## config.mk

```make
export PLATFORM = sky130hd
export DESIGN_NAME = mandel_param_rx
export DESIGN_NICKNAME = d
export VERILOG_FILES = /design/src/rtl/mandel_param_rx.sv
export SDC_FILE = /design/constraint.sdc
export NUM_CORES = 1
export LEC_CHECK = 0
export CAP_MARGIN = 20
export CORE_UTILIZATION = 50
export CTS_BUF_LIST = sky130_fd_sc_hd__clkbuf_8 sky130_fd_sc_hd__clkbuf_16
export CTS_CLUSTER_DIAMETER = 80
export DETAILED_ROUTE_END_ITERATION = 10
export PLACE_DENSITY = 0.82
export SYNTH_ARGS = -nofsm -noshare
export SYNTH_HDL_FRONTEND = slang
export SYNTH_SLANG_ARGS = --single-unit
export TNS_END_PERCENT = 50
```

## constraint.sdc

```tcl
create_clock -name clk24M -period 1.7 [get_ports clk24M]
set_input_delay 0.34 -clock clk24M [delete_from_list [all_inputs] [get_ports clk24M]]
set_output_delay 0.34 -clock clk24M [all_outputs]
set_load 0.03 [all_outputs]
```

## src/rtl/mandel_param_rx.sv

```systemverilog
// UART packet receiver for Mandelbrot render parameters: 11-byte framed set with XOR checksum,
// double-buffered so the consumer only ever sees complete, verified sets.
module mandel_param_rx #(
   parameter int TIMEOUT_CYC = 240000,
   parameter int N_BIT       = 16
) (
   input  logic             clk24M,
   input  logic             rst_n,
   input  logic [7:0]       rx_data,
   input  logic             rx_ready,
   input  logic             param_ack,
   output logic             param_valid,
   output logic [7:0]       pix_x,
   output logic [7:0]       pix_y,
   output logic [N_BIT-1:0] cxs,
   output logic [N_BIT-1:0] cys,
   output logic [N_BIT-1:0] dcx,
   output logic [N_BIT-1:0] dcy,
   output logic             rx_busy,
   output logic             err_cksum,
   output logic             err_timeout,
   output logic             err_overrun
);

   localparam int TW = $clog2(TIMEOUT_CYC + 1);
   localparam logic [0:0] IDLE = 1'b0;
   localparam logic [0:0] RECV = 1'b1;

   logic [0:0]      state;
   logic [3:0]      idx;
   logic [7:0]      cksum;
   logic [TW-1:0]   tmo_cnt;
   logic            rx_ready_q;
   logic [9:0][7:0] shadow;

   logic strobe, cks_ok, can_load, tmo_hit;

   // Coordinates arrive as 16-bit Q12 words; widen/narrow with sign kept.
   function automatic logic [N_BIT-1:0] ext(input logic [15:0] w);
      return N_BIT'(signed'(w));
   endfunction

   assign strobe   = rx_ready & ~rx_ready_q;
   assign cks_ok   = (rx_data == cksum);
   assign can_load = ~param_valid | param_ack;
   assign tmo_hit  = (state == RECV) && !strobe && (tmo_cnt == TW'(TIMEOUT_CYC - 1));
   assign rx_busy  = (state == RECV);

   always_ff @(posedge clk24M or negedge rst_n) begin
      if (!rst_n) begin
         state       <= IDLE;
         idx         <= '0;
         cksum       <= '0;
         tmo_cnt     <= '0;
         rx_ready_q  <= 1'b0;
         shadow      <= '0;
         param_valid <= 1'b0;
         pix_x       <= '0;
         pix_y       <= '0;
         cxs         <= '0;
         cys         <= '0;
         dcx         <= '0;
         dcy         <= '0;
         err_cksum   <= 1'b0;
         err_timeout <= 1'b0;
         err_overrun <= 1'b0;
      end else begin
         rx_ready_q  <= rx_ready;
         err_cksum   <= 1'b0;
         err_timeout <= 1'b0;
         err_overrun <= 1'b0;
         // A load below on the same edge overrides this clear.
         if (param_valid && param_ack)
            param_valid <= 1'b0;

         if (strobe) begin
            tmo_cnt <= '0;
            if (idx == 4'd10) begin
               state <= IDLE;
               idx   <= '0;
               cksum <= '0;
               if (!cks_ok)
                  err_cksum <= 1'b1;
               else if (can_load) begin
                  pix_x       <= shadow[0];
                  pix_y       <= shadow[1];
                  cxs         <= ext({shadow[2], shadow[3]});
                  cys         <= ext({shadow[4], shadow[5]});
                  dcx         <= ext({shadow[6], shadow[7]});
                  dcy         <= ext({shadow[8], shadow[9]});
                  param_valid <= 1'b1;
               end else
                  err_overrun <= 1'b1;
            end else begin
               shadow[idx] <= rx_data;
               cksum       <= cksum ^ rx_data;
               idx         <= idx + 4'd1;
               state       <= RECV;
            end
         end else if (tmo_hit) begin
            state       <= IDLE;
            idx         <= '0;
            cksum       <= '0;
            tmo_cnt     <= '0;
            err_timeout <= 1'b1;
         end else if (state == RECV)
            tmo_cnt <= tmo_cnt + TW'(1);
      end
   end

endmodule

```

After elaboration in Yosys (flattened, before gate mapping)
Cells that the tools add are included.
{ "word_totals": {"latchBits": 0, "mem_bits_rw": 0, "rom_bits": 0, "register_bits": 196, "inputBits": 12, "word_cells": 76, "mem_count": 0} }
{ "op_classes": {"n_eq_ne": 3, "muxes": 29, "n_addsub": 2, "shifts": 0, "div": 0, "bitwise_logic": 6, "n_lt_le_gt_ge": 2, "n_reduce_logical": 9, "multipliers": 0} }
{ "ops": {"columns": ["op", "count"], "rows": [
  ["$bwmux 80", 1],
  ["$mux 18", 3],
  ["$demux 8 s4", 1],
  ["$mux 8", 4],
  ["$add 18x1->18 const B", 1],
  ["$eq 18x18->1 const B", 1],
  ["$mux 1", 17],
  ["$mux 4", 3],
  ["$eq 8x8->1", 1],
  ["$xor 8x8->8", 1],
  ["$lt 4x5->1 const B", 1],
  ["$add 4x1->4 const B", 1],
  ["$eq 4x4->1 const B", 1],
  ["$ge 4x1->1 const B", 1],
  ["$logic_and 1x1->1", 4],
  ["$reduce_and 4->1", 1],
  ["$not 1->1", 3],
  ["$reduce_bool 3->1", 1],
  ["$reduce_and 2->1", 1],
  ["$reduce_bool 2->1", 1],
  ["$and 1x1->1", 1],
  ["$logic_not 1->1", 1],
  ["$or 1x1->1", 1]
]} }

Longest topological paths before layout
{ "logic_depth": {"depth_word": 7, "ltp_mapped": 8} }

Worst setup path before layout
No wires, ideal clock.
{ "synth_path": {"kind": "flip-flop to flip-flop", "from": "register state (netlist: rx_busy)", "to": "register tmo_cnt[15]", "n_path_buf": 2, "setup_time_ns": 0.128, "stages_incl_launch_ff": 8, "arrival_ns": 1.676, "slack_ns": -0.104, "required_time_ns": 1.572, "period_less_slack_ns": 1.804, "cell_sequence": "dfrtp_1 > buf_2 > nand4_1 > nor2_2 > a31oi_4 > buf_2 > a31oi_1 > o31ai_1"} }
{ "synth_between": {"elab_chain_len": 4, "elab_cells_between_ends": 5, "cone_classes": "mux (2); reduce/logical (3)"} }
{ "synth_lines": {"columns": ["element", "line", "rtl"], "rows": [
  ["start, declared", "29", "logic [0:0] state;"],
  ["start signal, assigned", "51", "state <= IDLE;"],
  ["start signal, assigned", "79", "state <= IDLE;"],
  ["start signal, assigned", "98", "state <= RECV;"],
  ["$logic_and 1x1->1 (2 in a row)", "46", "assign tmo_hit = (state == RECV) && !strobe && (tmo_cnt == TW'(TIMEOUT_CYC - 1));"],
  ["$mux 18", "100", "end else if (tmo_hit) begin"],
  ["$mux 18", "76", "if (strobe) begin"],
  ["end signal, assigned", "107", "tmo_cnt <= tmo_cnt + TW'(1);"],
  ["end, declared", "32", "logic [TW-1:0] tmo_cnt;"]
]} }
Parallel ways exist; a longest one is shown, timed or not.
A chain may end at the register's enable or synchronous reset.

Worst setup path in the final report
{ "layout_path": {"from": "register cksum[5]", "to": "register cys[13]"} }
{ "layout_between": {"elab_chain_len": 2} }
{ "layout_lines": {"columns": ["element", "line", "rtl"], "rows": [
  ["start, declared", "31", "logic [7:0] cksum;"],
  ["start signal, assigned", "96", "cksum <= cksum ^ rx_data;"],
  ["$eq 8x8->1", "44", "assign cks_ok = (rx_data == cksum);"],
  ["$reduce_and 4->1 (no line)", null, null],
  ["end signal, assigned", "88", "cys <= ext({shadow[4], shadow[5]});"],
  ["end, declared", "16", "output logic [N_BIT-1:0] cys,"]
]} }
No other way between the ends.

==> results.txt <==
----------------------------------------------------
[STA]
  Setup repair after global routing missed its margin ... true
  Share of the cycle needed by the critical path after routing ... 112%
  Max Transition Viols Final ... 0
  Maximum clock frequency ... about 520 MHz
  Setup violations, final ... 81
  Hold Violations, Final ... 0
  Slew at the pin closest to its max-slew limit ... 0.424 ns
  Final min period ... 1.91 ns
  Worst hold slack ... slightly below 0.3 ns
  Worst slew slack as a fraction of its limit ... just over 70%
  Worst Clk Skew ... around 0.0094 ns
  Worst setup slack after layout ... -0.208 ns

[Synthesis]
  Share of synthesized flip-flops with an asynchronous set or reset ... 100%
  Netlist Area Pre-Place ... 8290 µm²
  Post-Synthesis Cells ... roughly 560
  Average size of a mapped cell ... 14.9 µm²
  Number of enable-type register cells in the synthesized netlist ... 0
  Most used DFF post-synth ... dfrtp_1
  Sequential cell area fraction in the yosys report ... between 50% and 60%
  YS warnings ... 0
  Count of unique library cells instantiated by Yosys ... 44
  Number of register bits inferred by synthesis ... 196
  Synthesized Nets ... around 570

[Finish]
  Final std cells w/o fill ... ~950
  Ratio of cells with drive above 1 in the final layout ... around 40%
  Number of nets in the final layout ... between 700 and 800
  Antenna diode count ... 0
  Layout area overhead ... 28.1%
  Layout fillers ... about 1.1k

[Place]
  I/O Buffers ... 96
  Global placement routability congestion ... around 0.87
  Placed cell count ... between 900 and 1k
  DP HPWL ... between 10 and 15 mm

[Floorplan]
  Initial Util ... between 50% and 60%
  Number of top-level pins ... 97
  Vertical die dimension ... ~130 µm
  Die width ... 131 µm
  Core area ... between 15000 and 20000 µm²
  Total Die Area ... 17100 µm²
  Number of placement rows ... 46

[Setup path]
  Maximum fanout encountered on the critical timing path ... 10
  Crit-path max cell delay ... 0.43 ns
  Crit path kind ... flop to flop
  Required time worst endpoint ... between 2 and 2.5 ns
  Arrival time at the worst endpoint ... 2.22 ns
  CP cell instances ... xnor2_2 -> nand4_1 -> nor2_2 -> and3b_4 -> buf_12 -> buf_16 -> mux2_4
  Category of cells accounting for the largest share of critical-path delay ... simple AND/OR/NAND/NOR gates
  Nature of the critical path endpoint ... flop
  Worst path buffer plus inverter count ... 2
  Crit path max-delay cell type ... dfrtp_1
  Type of element launching the critical path ... flop

[Routing]
  Detailed Route WL ... around 19 mm
  Routed via count ... approximately 5k
  Count of unresolved DRC violations after routing ... 0
  Detailed-route wire length per cell ... approximately 20 µm
  Final antenna-violating net count ... 0
  Number of design-rule violations left by the first detailed-router iteration ... 392
  Avg Vias per Cell ... ~5.4
  TritonRoute pass-1 iters ... 7

[GRT]
  Pin count of the biggest net entering global routing ... 51
  Tot GR Track Use ... 23.9%
  Initial antenna violation count ... 0
  Total congestion overflow after global routing ... 0
  Wire length of the first global-routing pass ... between 30 and 40 mm
  Via count of the first global-routing pass ... roughly 5.6k

[Run]
  Max-Cap Viols ... 0

[Clock tree]
  Clock Sinks ... slightly below 200
  CTS Root Buffer Type ... clkbuf_16
  Worst skew pair latency ... 0.43 ns
  Clock tree from TritonCTS ... yes
  Number of levels the H-tree was split into ... 4
  CTS Buffer Depth ... 2
  Post-CTS clock slew at the launch and capture registers of the worst setup and hold paths ... 0.07 ns
  Cts bufs inserted ... 17

[Pwr]
  Leakage ... 5.30 nW
  Power density normalized to cell area ... around 1200 nW/µm²
  Peak ir drop on the vdd network ... a little over 0.9 mV

[Status]
  Violated checks ... setup timing
  Outcome ... finished with violations

[Hold path]
  HP Class ... input port to flop

----------------------------------------------------
[power by group]
part           leakage, nW  switching (W)  internal (W)
combinational         2.38       0.000882       0.00113
clock                0.309        0.00179       0.00252
sequential            2.61       0.000640       0.00564
[worst reg2reg max path, stage by stage, from the launching register on]
cell and delay [ns]:
dfrtp_1 0.43, xnor2_2 0.20, nand4_1 0.15, nor2_2 0.14, and3b_4 0.25, buf_12 0.15
buf_16 0.16, mux2_4 0.32
[sequential cells by signal, summed over array words and instances, names as in the netlist]
| register | count |
|---|---|
| cys | 16 |
| pix_x | 8 |
| param_valid | 1 |
| pix_y | 8 |
| err_overrun | 1 |
| idx | 4 |
| cksum | 8 |
| rx_ready_q | 1 |
| shadow | 80 |
| err_cksum | 1 |
| tmo_cnt | 18 |
| dcx | 16 |
| err_timeout | 1 |
| cxs | 16 |
| rx_busy | 1 |
| dcy | 16 |
[what timing repair did]
| item | in CTS | in global routing |
|---|---|---|
| resized for setup | 99 | 20 |
| endpoints found under the hold margin | 42 | 0 |
| buffers inserted | 5 | 0 |
| cloned | 3 | 2 |
| pin swaps | 5 | 5 |
| endpoints found under the setup margin | 194 | 133 |
| hold buffers | 1 | 0 |
[cells by family (layout without fill, tap and decap cells)]
family	after synthesis	after routing	share of synthesized area (%)
mux	160	160	25.3
simple gates	111	111	7.26
flops	196	196	59.1
xor+xnor	12	12	1.27
fa+ha+maj	1	1	0.151
compound gates	48	48	3.61
buf+inv	30	202	3.23
[area by class of cell]
| cell class | instances | area (µm²) | area share (%) |
|---|---|---|---|
| tap | 216 | 270 | 2.54 |
| multi-input combinational | 332 | 3200 | 30.1 |
| clock buffer | 18 | 439 | 4.13 |
| inverter | 4 | 15.0 | 0.141 |
| timing repair buffer | 166 | 1600 | 15.0 |
| clock inverter | 14 | 196 | 1.85 |
| sequential | 196 | 4910 | 46.2 |
[metal layers]
metal	global-route usage, %	part of all wire (%)	wire length, µm	vias up
met1	30.2	42	8070	2666
met2	40.6	52	9890	143
met5	0	0	0	-
met4	9.13	1.5	276	0
met3	5.05	4.0	755	25
li1	-	-	-	2302
[Yosys cell counts (5+ instances only)]
| master | instances | share of area [%] |
|---|---|---|
| dfrtp_1 | 196 | 59 |
| mux2_2 | 80 | 11 |
| mux2_4 | 80 | 14 |
| nand2_1 | 35 | 1.6 |
| nor2_1 | 20 | 0.91 |
| o21ai_0 | 19 | 1.1 |
| nand3_1 | 14 | 0.84 |
| clkbuf_1 | 10 | 0.45 |
| xnor2_1 | 10 | 1.1 |
| nand4_1 | 9 | 0.68 |
| buf_12 | 8 | 1.9 |
| a21oi_1 | 6 | 0.36 |
| o31ai_1 | 6 | 0.54 |
| a31oi_1 | 5 | 0.38 |
| buf_2 | 5 | 0.30 |
[final timing paths]
path | startpoint | endpoint | slack (ns) | cells after the start
worst min register to register | shadow[19]$_DFFE_PN0P_ | cxs[11]$_DFFE_PN0P_ | 0.51 | 1
worst max register to register | cksum[5]$_DFFE_PN0P_ | cys[13]$_DFFE_PN0P_ | -0.21 | 7
min in group asynchronous | rst_n | pix_x[0]$_DFFE_PN0P_ | 0.41 | 2
max in group asynchronous | rst_n | rx_busy$_DFFE_PN0P_ | 0.68 | 3
worst max-delay path | cksum[5]$_DFFE_PN0P_ | cys[13]$_DFFE_PN0P_ | -0.21 | 7
worst min-delay path | rx_ready | rx_ready_q$_DFF_PN0_ | 0.29 | 1
[layout by cell type (no fill, tap or decap), types with 4 or more instances in the layout]
cell,netlist,layout
a21oi_1,6,5
a31oi_1,5,4
buf_12,8,7
buf_16,0,4
buf_4,1,54
bufinv_16,0,4
clkbuf_16,0,19
clkdlybuf4s50_1,0,7
dfrtp_1,196,195
dlygate4sd2_1,0,87
inv_1,4,4
inv_6,0,4
mux2_2,80,80
mux2_4,80,80
nand2_1,35,34
nand2_2,3,4
nand3_1,14,13
nand4_1,9,9
nor2_1,20,19
o21ai_0,19,11
o21ai_1,4,11
o31ai_1,6,6
xnor2_1,10,7
[metrics by stage]
| stage | cell area (µm²) | power, W | setup WS, ns | TNS [ns] | util (%) |
|---|---|---|---|---|---|
| floorplan | 8310 | 0.00740 | -0.0515 | -4.12 | - |
| global placement | 9820 | 0.00806 | -0.638 | -81.06 | 61.1 |
| detailed placement | 9820 | 0.00826 | -0.717 | -91.88 | 61.1 |
| CTS | 10500 | 0.0126 | -0.210 | -14.49 | 65.5 |
| global route | 10600 | 0.0131 | -0.243 | -18.52 | 66.2 |
| finish | 10600 | 0.0126 | -0.208 | -15.20 | 66.2 |
No activity file was read; power rests on OpenSTA's default activity.
